[src/rtl/uart_rx_pkg.sv]
// Shared definitions for the panel UART receiver: FSM state encoding and frame width.
package uart_rx_pkg;

  localparam int FRAME_W = 8;

  typedef enum logic [2:0] {
    RX_IDLE  = 3'd0,
    RX_START = 3'd1,
    RX_DATA  = 3'd2,
    RX_STOP  = 3'd3,
    RX_BREAK = 3'd4
  } rx_state_e;

endpackage

[src/rtl/uart_rx_sync2.sv]
// Two-flop synchroniser with asynchronous preset to 1; reusable for any idle-high input.
module uart_rx_sync2 (
  input  logic clk_i,
  input  logic rst_i,
  input  logic d_i,
  output logic q_o
);

  logic meta_q;
  logic sync_q;

  always_ff @(posedge clk_i or posedge rst_i) begin
    if (rst_i) begin
      meta_q <= 1'b1;
      sync_q <= 1'b1;
    end else begin
      meta_q <= d_i;
      sync_q <= meta_q;
    end
  end

  assign q_o = sync_q;

endmodule

[src/rtl/uart_rx.sv]
// 8N1 serial receiver for the control panel; samples each bit once at its centre.
module uart_rx
  import uart_rx_pkg::*;
#(
  parameter int baud      = 9600,
  parameter int clk_speed = 50_000_000
) (
  input  logic               clk,
  input  logic               reset,
  input  logic               rxd,
  output logic [FRAME_W-1:0] rx_byte,
  output logic               rx_busy,
  output logic               rx_done,
  output logic               frame_err
);

  localparam int BIT   = clk_speed / baud;
  localparam int HALF  = BIT / 2;
  localparam int CNT_W = $clog2(BIT);

  localparam logic [CNT_W-1:0] BIT_M1  = CNT_W'(BIT - 1);
  localparam logic [CNT_W-1:0] HALF_M1 = CNT_W'(HALF - 1);

  logic rs;

  rx_state_e          state_q, state_d;
  logic [CNT_W-1:0]   cnt_q, cnt_d;
  logic [2:0]         bi_q, bi_d;
  logic [FRAME_W-1:0] shift_q, shift_d;
  logic [FRAME_W-1:0] byte_q, byte_d;
  logic               busy_q, busy_d;
  logic               done_q, done_d;
  logic               ferr_q, ferr_d;

  uart_rx_sync2 u_sync (
    .clk_i (clk),
    .rst_i (reset),
    .d_i   (rxd),
    .q_o   (rs)
  );

  always_ff @(posedge clk or posedge reset) begin
    if (reset) begin
      state_q <= RX_IDLE;
      cnt_q   <= '0;
      bi_q    <= '0;
      shift_q <= '0;
      byte_q  <= '0;
      busy_q  <= 1'b0;
      done_q  <= 1'b0;
      ferr_q  <= 1'b0;
    end else begin
      state_q <= state_d;
      cnt_q   <= cnt_d;
      bi_q    <= bi_d;
      shift_q <= shift_d;
      byte_q  <= byte_d;
      busy_q  <= busy_d;
      done_q  <= done_d;
      ferr_q  <= ferr_d;
    end
  end

  always_comb begin
    state_d = state_q;
    cnt_d   = (cnt_q != '0) ? cnt_q - 1'b1 : cnt_q;
    bi_d    = bi_q;
    shift_d = shift_q;
    byte_d  = byte_q;
    busy_d  = busy_q;
    done_d  = 1'b0;
    ferr_d  = ferr_q;

    unique case (state_q)
      RX_IDLE: begin
        if (!rs) begin
          cnt_d   = HALF_M1;
          state_d = RX_START;
        end
      end

      // Mid-start-bit recheck rejects glitches shorter than half a bit.
      RX_START: begin
        if (cnt_q == '0) begin
          if (!rs) begin
            busy_d  = 1'b1;
            cnt_d   = BIT_M1;
            bi_d    = '0;
            state_d = RX_DATA;
          end else begin
            state_d = RX_IDLE;
          end
        end
      end

      RX_DATA: begin
        if (cnt_q == '0) begin
          shift_d = {rs, shift_q[FRAME_W-1:1]};
          cnt_d   = BIT_M1;
          if (bi_q == 3'd7) begin
            state_d = RX_STOP;
          end else begin
            bi_d = bi_q + 3'd1;
          end
        end
      end

      // A bad stop bit delivers 0x00 so the panel never replays the previous command.
      RX_STOP: begin
        if (cnt_q == '0) begin
          done_d = 1'b1;
          if (rs) begin
            byte_d  = shift_q;
            busy_d  = 1'b0;
            ferr_d  = 1'b0;
            state_d = RX_IDLE;
          end else begin
            byte_d  = '0;
            ferr_d  = 1'b1;
            state_d = RX_BREAK;
          end
        end
      end

      RX_BREAK: begin
        if (rs) begin
          busy_d  = 1'b0;
          state_d = RX_IDLE;
        end
      end

      default: begin
        state_d = RX_IDLE;
      end
    endcase
  end

  assign rx_byte   = byte_q;
  assign rx_busy   = busy_q;
  assign rx_done   = done_q;
  assign frame_err = ferr_q;

endmodule

[config.mk]
export PLATFORM = sky130hd
export DESIGN_NAME = uart_rx
export DESIGN_NICKNAME = d
export VERILOG_FILES = /design/src/rtl/uart_rx_pkg.sv /design/src/rtl/uart_rx_sync2.sv /design/src/rtl/uart_rx.sv
export SDC_FILE = /design/constraint.sdc
export NUM_CORES = 1
export LEC_CHECK = 0
export CAP_MARGIN = 10
export CORE_MARGIN = 3
export CORE_UTILIZATION = 40
export CTS_BUF_LIST = sky130_fd_sc_hd__clkbuf_4 sky130_fd_sc_hd__clkbuf_8 sky130_fd_sc_hd__clkbuf_16
export CTS_CLUSTER_DIAMETER = 60
export DETAILED_ROUTE_END_ITERATION = 8
export PLACE_DENSITY_LB_ADDON = 0.2
export SYNTH_ARGS = -nofsm -noshare
export SYNTH_HDL_FRONTEND = slang
export SYNTH_HIERARCHICAL = 1
export SYNTH_SLANG_ARGS = --single-unit
[constraint.sdc]
create_clock -name clk -period 2.7 [get_ports clk]
set_input_delay 0.405 -clock clk [delete_from_list [all_inputs] [get_ports clk]]
set_output_delay 0.405 -clock clk [all_outputs]
set_load 0.005 [all_outputs]
# == Word level (Yosys, flattened, before mapping) ==
# Index checks and enable logic that the tools add are counted.
# totals
mem_bits_ro,0
out_inout_bits,11
n_memories,0
input_bits,3
latchBits,0
ramBits,0
regBits,40
# op_classes
div_mod_pow,0
n_eq_ne,13
mux,29
n_mul,0
n_addsub,2
reduce_logical,10
n_shift,0
bitwise,0
order_cmp,0
# ops
op,n
$mux 13,5
$pmux 13 s3,1
$mux 3,11
$pmux 3 s5,1
$ne 2x2->1 const B,7
$logic_not 13->1,1
$reduce_bool 13->1,1
$sub 13x1->13 const B,1
$mux 8,1
$mux 1,7
$eq 3x2->1 const B,2
$eq 3x3->1 const B,2
$pmux 3 s2,1
$reduce_and 6->1,1
$reduce_and 5->1,1
$reduce_and 2->1,2
$reduce_and 4->1,1
$add 3x1->3 const B,1
$eq 3x1->1 const B,1
$logic_not 3->1,1
$pmux 1 s3,1
$reduce_bool 3->1,1
$mux 2,1
$ne 2x1->1 const B,1
$reduce_bool 2->1,1

# == Logic depth before layout (Yosys ltp) ==
# Gate-level depths: netlist of the first run.
# logic_depth
depth_word,5
ltp_mapped,11

# == Modules after synthesis ==
# The synthesis of the first run kept the hierarchy.
# modules_own_cells
mod,n_inst,seq_area_each_um2,area_per_inst_um2,cells_per_inst
uart_rx,1,950.9,1958.1,193
uart_rx_sync2,1,52.6,56.3,3

# == Worst setup path after synthesis of the first run ==
# Ideal clock, no wire load.
# synth_timing
path_kind,register to register
startpoint,reg cnt_q[7]
endpoint,reg cnt_q[0]
stages_incl_launch_ff,9
synth_period_minus_slack_ns,2.074
slack_ns,0.626
n_path_buf,1
arrival_ns,1.945
cell_sequence,dfrtp_1 nor4_2 and4_4 inv_2 clkbuf_1 ha_1 a2bb2oi_1 o31ai_1 nand3_1
# synth_via
elab_chain_len,5
word_cells_on_any_way,8
# synth_lines
element,line_no,rtl
from (decl),uart_rx.sv:27,"logic [CNT_W-1:0] cnt_q, cnt_d;"
from (signal assigned),uart_rx.sv:54,cnt_q <= cnt_d;
$reduce_bool 13->1,uart_rx.sv:66,cnt_d = (cnt_q != '0) ? cnt_q - 1'b1 : cnt_q;
$mux 13,uart_rx.sv:66,
$mux 13,uart_rx.sv:85,if (!rs) begin
$mux 13,uart_rx.sv:84,if (cnt_q == '0) begin
$pmux 13 s3 *,uart_rx.sv:74,unique case (state_q)
via cnt_d[0],uart_rx.sv:27,
# Mark *: on every way through the listed nets, which the timed path passes. The rest lies on a longest branch.
# A chain may end at the register's enable or synchronous reset.

# == Worst setup path after layout of the first run ==
# layout_timing
startpoint,reg cnt_q[7]
endpoint,reg shift_q[7]
# layout_via
elab_chain_len,2
# layout_lines
element,line_no,rtl
$logic_not 13->1,uart_rx.sv:97,if (cnt_q == '0) begin
$reduce_and 2->1 (no source line),--,
to (signal assigned),uart_rx.sv:56,shift_q <= shift_d;
to (decl),uart_rx.sv:29,"logic [FRAME_W-1:0] shift_q, shift_d;"
# Every way passes these cells.

==> results.md, run 1 <==
- Post-synthesis sequential area ratio: roughly half
- Top library cells by usage in the layout, fill and taps aside: 38 x sky130_fd_sc_hd__dfrtp_1, 27 x sky130_fd_sc_hd__o21ai_0, 17 x sky130_fd_sc_hd__nand2_1
- Commonest non-fill, non-tap cell in the layout: sky130_fd_sc_hd__dfrtp_1
- Period utilization: a little under nine tenths
- Worst-path maximum fanout: 18
- Total setup violations reported at the end of the flow: 0
- Number of enable flip-flop cells after synthesis: 0
- Die area: 0.00592 mm^2
- Setup repair after global routing missed its margin: no
- # placed instances: around 270
- Global-route wire length before repair: approximately 7.4 mm
- Storage element area: about 0.0010 mm^2
- DIE HEIGHT: slightly below 80 um
- CP top delay family: simple AND/OR/NAND/NOR gates
- Diodes inserted: 0
- Nets: 215
- Synthesized netlist cell count: around 200
- Worst path cell trace: nor4_2 > and4_4 > inv_2 > or2_1 > mux2_4
- PD cells: ~480 mW/mm^2
- Share of power burned in the clock network: between 40% and 50%
- Top-Level Pins: 14
- Final HPWL DP: between 2 and 3 mm
- Clock skew: ~0.0037 ns
- Worst hold path type: register to register
- Setup TNS Final: 0 ns
- Clock tree from TritonCTS: done
- Status: completed
- Number of clock buffers inserted by TritonCTS: 5
- Placement Rows: 25
- Area of placed instances: between 0.002 and 0.0025 mm^2
- Number of filler instances in the final layout: 431
- Cell with the largest stage delay on the worst path: sky130_fd_sc_hd__nor4_2
- Req. time, crit path: around 2.9 ns
- Hold-fix buffers, CTS: 0
- Number of nets produced by synthesis: between 200 and 250
- Vias after detailed routing: about 1600
- Clock input transition at the sequential cells of the worst setup and hold paths: roughly 0.08 ns
- Endpoint class of the critical path: register
- Number of antenna violations at the first check in global routing: 0
- Insertion delay to the later sink of the worst-skew pair: roughly 0.29 ns
- Overall overflow remaining after global route: 0
- Number of global-route vias before repair: 1523
- Peak VDD IR: 0.000329 V
- Non-filler instance count after layout: 275
- #FFs+latches synth: 40
- Power share of the sequential group: a little over half
- Global-route usage over all layers: 15.6%
- Vias per inst: approximately 5.7
- Final hold viol count: 0
- Net Switching: between 0.2 and 0.25 mW
- Static power due to leakage: 1.01 nW
- Final routed wirelength across all metal layers: approximately 4.3 mm
- Pin count of the biggest net entering global routing: 39
- Post-synth top area share: 47.2%
- Max Fclk: about 430 MHz
- WP data arrival: roughly 2.5 ns
- DIE WIDTH: roughly 77 um
- Post-Route Utilization: 48.2%
- DR WL/cell: ~15 um
- Number of buffers between clock root and the deepest sink: 2
- Number of remaining DRC errors: 0
- Delay of the slowest cell on the worst path: 0.52 ns
- Switch share: approximately a fifth
- Number of sinks on the clock net: 40
- Port Buffer Count: 13
- Cell types with the largest area share after synthesis: sky130_fd_sc_hd__dfrtp_1 47%, sky130_fd_sc_hd__o21ai_0 6.7%, sky130_fd_sc_hd__mux2_4 6.0%
- Prevailing post-synth register cell: sky130_fd_sc_hd__dfrtp_1
- Number of distinct library cell variants in the gate-level netlist after synthesis: 46
- Class of the most critical setup path: register to register
- Fin. max-slew vios: 0
- Clock period minus worst slack: between 2 and 2.5 ns
- Initial core utilization: 42.1%
- Number of buffer and inverter instances along the worst setup path: 1
- Deepest level of the CTS H-tree: 2
- Post-CTS repair timing setup buffer count: 0
- Mean instance size in the synthesized netlist: between 10 and 15 um^2
- Async set-reset flop share out of synthesis: between 90% and 100%
- Total power of the final layout: approximately 1.1 mW
- Slew headroom: ~49%
- Detailed-router iteration count before antenna repair: 4
- Share of layout cells above drive strength 1: approximately 15%
- Number of design-rule violations left by the first detailed-router iteration: 151
- Crit start category: register
- Multi-input gate area in the final layout: 930 um^2
- Cell area after synthesis: 0.00201 mm^2
- DRT antenna net count: 0
- Routability-driven placement congestion ratio: between 0.7 and 0.8
- Layout overhead on the synthesized area: 14.5%
- Number of warning messages in the yosys log: 6
- Maximum Capacitance Violations: 0
- Slew of the pin with the lowest slew margin: around 0.75 ns
- Standard cell core area: 0.00479 mm^2
- Design Area, Final: 0.00231 mm^2
- Internal power: about 0.9 mW
- Resize count post-CTS: 0
- Cell type with the largest total area after synthesis: sky130_fd_sc_hd__dfrtp_1
- Combinational share of power: under 10%
- Clock Tree Root: sky130_fd_sc_hd__clkbuf_8
-- power groups by stage --
stage	clock network (mW)	logic [mW]	registers [mW]
2_1_floorplan	0	0.0162	0.613
4_1_cts	0.503	0.0217	0.606
3_5_place_dp	0	0.0215	0.618
5_1_grt	0.527	0.0242	0.606
3_3_place_gp	0	0.0205	0.617
6_report	0.492	0.0202	0.606
-- logic make-up (layout without fill, tap and decap cells) --
logic type,count (synthesis),count (layout),synth area share [%]
AO/OA/AOI/OAI,55,55,16.8
AND/OR/NAND/NOR,64,64,18.3
adder cells (fa/ha/maj),5,5,3.11
XOR/XNOR,2,2,0.870
multiplexers,10,10,7.02
flip-flops,40,40,49.8
buffers and inverters,20,32,4.04
-- synth_stat cells, types with 4 or more instances --
master and instances:
sky130_fd_sc_hd__a21oi_1 8, sky130_fd_sc_hd__clkbuf_1 8, sky130_fd_sc_hd__dfrtp_1 38, sky130_fd_sc_hd__ha_1 5
sky130_fd_sc_hd__inv_1 8, sky130_fd_sc_hd__mux2_4 8, sky130_fd_sc_hd__nand2_1 17, sky130_fd_sc_hd__nand3_1 14
sky130_fd_sc_hd__nor2_1 5, sky130_fd_sc_hd__nor3_1 4, sky130_fd_sc_hd__o21ai_0 27
-- path summary, 6_finish.rpt --
path                       depth (start not counted)  slack, ns           from             to
max                                                5       0.38       cnt_q[7]     shift_q[7]
min                                                0       0.36  u_sync/meta_q     u_sync/q_o
max reg2reg                                        5       0.38       cnt_q[7]     shift_q[7]
min reg2reg                                        0       0.36  u_sync/meta_q     u_sync/q_o
max in group asynchronous                          3       1.81          reset      cnt_q[10]
min in group asynchronous                          2       0.46          reset  u_sync/meta_q
-- cell type report --
type | instances | area share [%]
timing repair buffer | 15 | 6.29
sequential | 40 | 43.5
multi-input combinational | 136 | 40.3
clock inverter | 2 | 1.52
inverter | 9 | 1.46
tap | 67 | 3.63
clock buffer | 6 | 3.31
-- state kept, by name, summed over array words and instances, names as in the netlist --
register,count
frame_err,1
rx_byte,8
state_q,3
shift_q,8
u_sync/q_o,1
bi_q,3
rx_done,1
rx_busy,1
u_sync/meta_q,1
cnt_q,13
-- layer usage --
layer	routed length, um	up-vias	global-route usage, %	part of all wire (%)
met2	2050	28	23.0	48
met4	61	0	5.80	1.4
li1	-	741	-	-
met5	0	-	0	0
met1	2000	783	22.0	47
met3	138	7	3.99	3.2
-- per-stage QoR --
step	setup WS, ns	hold slack (ns)
after global routing	0.233	0.369
after floorplan	0.626	0.317
after CTS	0.399	0.365
final	0.376	0.364
after detailed placement	0.409	0.354
after global placement	0.524	0.349
Note: power is estimated with default switching activity, not from simulation.
==> inputs of run 2 (changes only) <==
Settings changed: CORE_UTILIZATION 40 to 30.
==> run 2 against run 1 <==
Clock power hardly changed. Worst hold slack worse by 0.0054 ns. Critical endpoint is now shift_q[1]. Register-to-register slack worse by 0.14 ns. Clock skew is 0.0034 ns higher.
==> results.md, run 2 (synthesis results as in run 1) <==
- Layout overhead on the synthesized area: 15.9%
- Crit start category: register
- Most flops, register: cnt_q
- Insertion delay to the later sink of the worst-skew pair: slightly below 0.3 ns
- Maximum Capacitance Violations: 0
- Total setup violations reported at the end of the flow: 0
- Static power due to leakage: between 1 and 1.5 nW
- Placement Rows: 29
- Switch share: between 20% and 30%
- Setup repair after global routing missed its margin: no
- Status: completed
- Clock tree from TritonCTS: done
- Overall overflow remaining after global route: 0
- Post-Route Utilization: 36.4%
- Number of sinks on the clock net: 40
- Slew of the pin with the lowest slew margin: 0.691 ns
- Share of power burned in the clock network: between 40% and 50%
- PD cells: roughly 480 mW/mm^2
- Combinational share of power: 1.8%
- Pin count of the biggest net entering global routing: 39
- Number of design-rule violations left by the first detailed-router iteration: 73
- Period utilization: between 90% and 100%
- Number of global-route vias before repair: 1512
- Number of buffers between clock root and the deepest sink: 2
- Largest register FFs: 13
- Class of the most critical setup path: register to register
- Detailed-router iteration count before antenna repair: 6
- Die area: about 0.0077 mm^2
- Endpoint class of the critical path: register
- Fin. max-slew vios: 0
- Power share of the sequential group: 54.2%
- Routability-driven placement congestion ratio: about 0.76
- Peak VDD IR: about 0.00024 V
- Final routed wirelength across all metal layers: approximately 4.2 mm
- Final HPWL DP: roughly 2.8 mm
- Clock period minus worst slack: ~2.5 ns
- Number of antenna violations at the first check in global routing: 0
- Slew headroom: between 50% and 60%
- DR WL/cell: between 10 and 15 um
- Top library cells by usage in the layout, fill and taps aside: 38 x sky130_fd_sc_hd__dfrtp_1, 27 x sky130_fd_sc_hd__o21ai_0, 17 x sky130_fd_sc_hd__nand2_1
- Setup TNS Final: 0 ns
- Final hold viol count: 0
- Clock Tree Root: sky130_fd_sc_hd__clkbuf_8
- Net Switching: roughly 0.23 mW
- Commonest non-fill, non-tap cell in the layout: sky130_fd_sc_hd__dfrtp_1
- Vias after detailed routing: about 1500
- Internal power: slightly below 0.9 mW
- Clock input transition at the sequential cells of the worst setup and hold paths: ~0.08 ns
- Deepest level of the CTS H-tree: 2
- Top-Level Pins: 14
- DIE WIDTH: slightly below 90 um
- Req. time, crit path: around 2.9 ns
- Number of remaining DRC errors: 0
- Port Buffer Count: 13
- WP data arrival: between 2 and 3 ns
- Max Fclk: slightly above 400 MHz
- Nets: around 220
- Number of clock buffers inserted by TritonCTS: 5
- Resize count post-CTS: 0
- DIE HEIGHT: 87.9 um
- Post-CTS repair timing setup buffer count: 0
- Worst hold path type: register to register
- Global-route usage over all layers: ~12%
- Clock skew: ~0.007 ns
- Global-route wire length before repair: between 7 and 8 mm
- Standard cell core area: around 0.0064 mm^2
- Diodes inserted: 0
- Hold-fix buffers, CTS: 0
- DRT antenna net count: 0
- Worst-path maximum fanout: 23
- Share of layout cells above drive strength 1: 15.7%
- Initial core utilization: between 30% and 40%
- Vias per inst: approximately 5.3
run 2: changes by cell type in the layout (fill, tap and decap cells not counted):
cell,delta
sky130_fd_sc_hd__buf_4,+2
run 2: area by class of cell:
type,count,area (um^2)
inverter,9,33.8
sequential,40,1000
tap,77,96.3
clock inverter,2,35.0
multi-input combinational,136,930
timing repair buffer,17,160
clock buffer,6,76.3
fill,615,4090
run 2: layer usage:
layer	global-route usage [%]	vias up	wire length [um]
met5	0	-	0
met4	4.18	0	43
met3	2.82	4	91
met2	19.2	18	1860
met1	16.5	746	2170
li1	-	743	-
run 2: power groups by stage:
| stage | Sequential (mW) | Clock [mW] | Combinational (mW) |
|---|---|---|---|
| 4_1_cts | 0.606 | 0.510 | 0.0221 |
| 2_1_floorplan | 0.613 | 0 | 0.0162 |
| 5_1_grt | 0.606 | 0.533 | 0.0248 |
| 3_3_place_gp | 0.618 | 0 | 0.0218 |
| 6_report | 0.606 | 0.491 | 0.0206 |
| 3_5_place_dp | 0.618 | 0 | 0.0221 |
run 2: worst paths after layout:
path	start	to	slack, ns	cells after the start
worst max-delay path	cnt_q[7]	shift_q[1]	0.24	5
worst min-delay path	u_sync/meta_q	u_sync/q_o	0.36	0
worst max register to register	cnt_q[7]	shift_q[1]	0.24	5
worst min register to register	u_sync/meta_q	u_sync/q_o	0.36	0
max in group asynchronous	reset	cnt_q[2]	1.78	3
min in group asynchronous	reset	u_sync/meta_q	0.46	2
run 2: per-stage QoR:
stage          setup WS (ns)  cells  hold WS (ns)  cell area [um^2]  total power, mW
6_report               0.238    287         0.359              2330             1.12
5_1_grt               0.0986    287         0.366              2330             1.16
4_1_cts                0.245    287         0.361              2330             1.14
3_5_place_dp           0.269    279         0.349              2220            0.640
3_3_place_gp           0.339    279         0.347              2220            0.639
2_1_floorplan          0.626    196         0.317              2010            0.630
run 2: worst max-delay path: stages (launching register included):
cell                      delay, ns
sky130_fd_sc_hd__dfrtp_1       0.44
sky130_fd_sc_hd__nor4_2        0.50
sky130_fd_sc_hd__and4_4        0.49
sky130_fd_sc_hd__inv_2         0.13
sky130_fd_sc_hd__or2_1         0.43
sky130_fd_sc_hd__mux2_4        0.36
==> inputs of run 3 (changes only) <==
Settings changed: DONT_BUFFER_PORTS set to 1.
==> run 3 against run 2 <==
Sequential share of layout area is 2.5 points higher. Sequential power hardly changed. Clock power is 1% higher. First-iteration DRC count is 1.4% lower. Non-clock buffer count is 13 lower. Power is 0.36% higher. Critical path type unchanged. Highest routed layer unchanged.
==> results.md, run 3 (synthesis results as in run 1) <==
- Global-route usage over all layers: ~12%
- Crit start category: register
- Clock tree from TritonCTS: done
- Number of antenna violations at the first check in global routing: 0
- Static power due to leakage: a little under 1 nW
- Top-Level Pins: 14
- Clock period minus worst slack: 2.28 ns
- Fin. max-slew vios: 0
- Number of global-route vias before repair: between 1000 and 1500
- Req. time, crit path: between 2 and 3 ns
- CP top delay family: simple AND/OR/NAND/NOR gates
- Top library cells by usage in the layout, fill and taps aside: 38 x sky130_fd_sc_hd__dfrtp_1, 27 x sky130_fd_sc_hd__o21ai_0, 17 x sky130_fd_sc_hd__nand2_1
- Number of buffer and inverter instances along the worst setup path: 1
- Class of the most critical setup path: register to register
- Number of remaining DRC errors: 0
- Deepest level of the CTS H-tree: 2
- Design Area, Final: approximately 0.0022 mm^2
- Detailed-router iteration count before antenna repair: 4
- Vias per inst: between 5 and 6
- Slew of the pin with the lowest slew margin: about 0.75 ns
- Delay of the slowest cell on the worst path: 0.51 ns
- Area of placed instances: approximately 0.0021 mm^2
- DIE WIDTH: just under 90 um
- Number of sinks on the clock net: 40
- Total setup violations reported at the end of the flow: 0
- Number of buffers between clock root and the deepest sink: 2
- Max Fclk: 440 MHz
- Commonest non-fill, non-tap cell in the layout: sky130_fd_sc_hd__dfrtp_1
- WP data arrival: roughly 2.5 ns
- Nets: 204
- DR WL/cell: approximately 15 um
- Worst hold path type: input port to asynchronous set/reset pin
- Status: completed
- Final routed wirelength across all metal layers: about 4.2 mm
- Setup repair after global routing missed its margin: no
- Peak VDD IR: 0.000229 V
- Maximum Capacitance Violations: 0
- # placed instances: around 270
- Number of filler instances in the final layout: approximately 650
- Layout overhead on the synthesized area: 9.44%
- Routability-driven placement congestion ratio: 0.774
- Diodes inserted: 0
- Vias after detailed routing: 1455
- Period utilization: between 80% and 90%
- Placement Rows: 29
- Global-route wire length before repair: about 7.1 mm
- Resize count post-CTS: 0
- Clock skew: between 0.006 and 0.007 ns
- Clock input transition at the sequential cells of the worst setup and hold paths: 0.08 ns
- Non-filler instance count after layout: 274
- Most flops, register: cnt_q
- Largest register FFs: 13
- Clock Tree Root: sky130_fd_sc_hd__clkbuf_8
- Number of clock buffers inserted by TritonCTS: 5
- Hold-fix buffers, CTS: 0
- Setup TNS Final: 0 ns
- Worst path cell trace: nor4_2 > and4_4 > inv_2 > or2_1 > mux2_4
- Insertion delay to the later sink of the worst-skew pair: between 0.2 and 0.3 ns
- PD cells: approximately 510 mW/mm^2
- Port Buffer Count: 0
- Final hold viol count: 0
- Overall overflow remaining after global route: 0
- Final HPWL DP: approximately 2.9 mm
- Share of layout cells above drive strength 1: between 10% and 20%
- Die area: ~0.0077 mm^2
- Pin count of the biggest net entering global routing: 39
- Number of design-rule violations left by the first detailed-router iteration: about 70
- Endpoint class of the critical path: register
- DRT antenna net count: 0
- Slew headroom: between 40% and 50%
- Initial core utilization: 31.4%
- Worst-path maximum fanout: 10
- Total power of the final layout: approximately 1.1 mW
- Post-CTS repair timing setup buffer count: 0
- Cell with the largest stage delay on the worst path: sky130_fd_sc_hd__nor4_2
- Standard cell core area: between 0.006 and 0.007 mm^2
- DIE HEIGHT: just under 90 um
## run 3: cell count changes in the layout (fill, tap and decap cells not counted)
cell	change
sky130_fd_sc_hd__clkdlybuf4s50_1	-13
## run 3: path summary, 6_finish.rpt
path	start	to	slack, ns	cells past startpoint
setup / recovery	cnt_q[7]	shift_q[7]	0.42	5
hold / removal	reset	u_sync/meta_q	0.02	1
setup reg to reg	cnt_q[7]	shift_q[7]	0.42	5
hold reg to reg	u_sync/meta_q	u_sync/q_o	0.37	0
max in group asynchronous	reset	rx_byte[1]	2.24	2
min in group clk	rxd	u_sync/meta_q	0.10	0
## run 3: per-stage QoR
stage	util [%]	hold WS, ns	setup slack, ns
floorplan	-	0.317	0.626
global placement	32.6	0.324	0.450
detailed placement	32.6	0.330	0.446
CTS	34.3	0.00784	0.419
global route	34.3	0.00764	0.305
finish	34.3	0.0156	0.425
## run 3: routing by layer
layer / GRT usage [%] / routed length, um / vias up
met5: 0 / 0 / -
met4: 3.35 / 22 / 0
met3: 3.29 / 164 / 2
met2: 16.8 / 1910 / 18
met1: 16.8 / 2140 / 716
li1: - / - / 719
## run 3: power by group
| part | internal [mW] | total (mW) | switching [mW] |
|---|---|---|---|
| Combinational | 0.00334 | 0.0172 | 0.0138 |
| Clock | 0.285 | 0.498 | 0.214 |
| Sequential | 0.601 | 0.606 | 0.00437 |
## run 3: area by class of cell
class,count,area (um^2),share of cell area [%]
clock inverters,2,35.0,1.59
well taps,77,96.3,4.37
repair buffers,4,30.0,1.36
multi-input cells,136,930,42.2
flip-flops and latches,40,1000,45.5
clock buffers,6,76.3,3.46
inverters,9,33.8,1.53
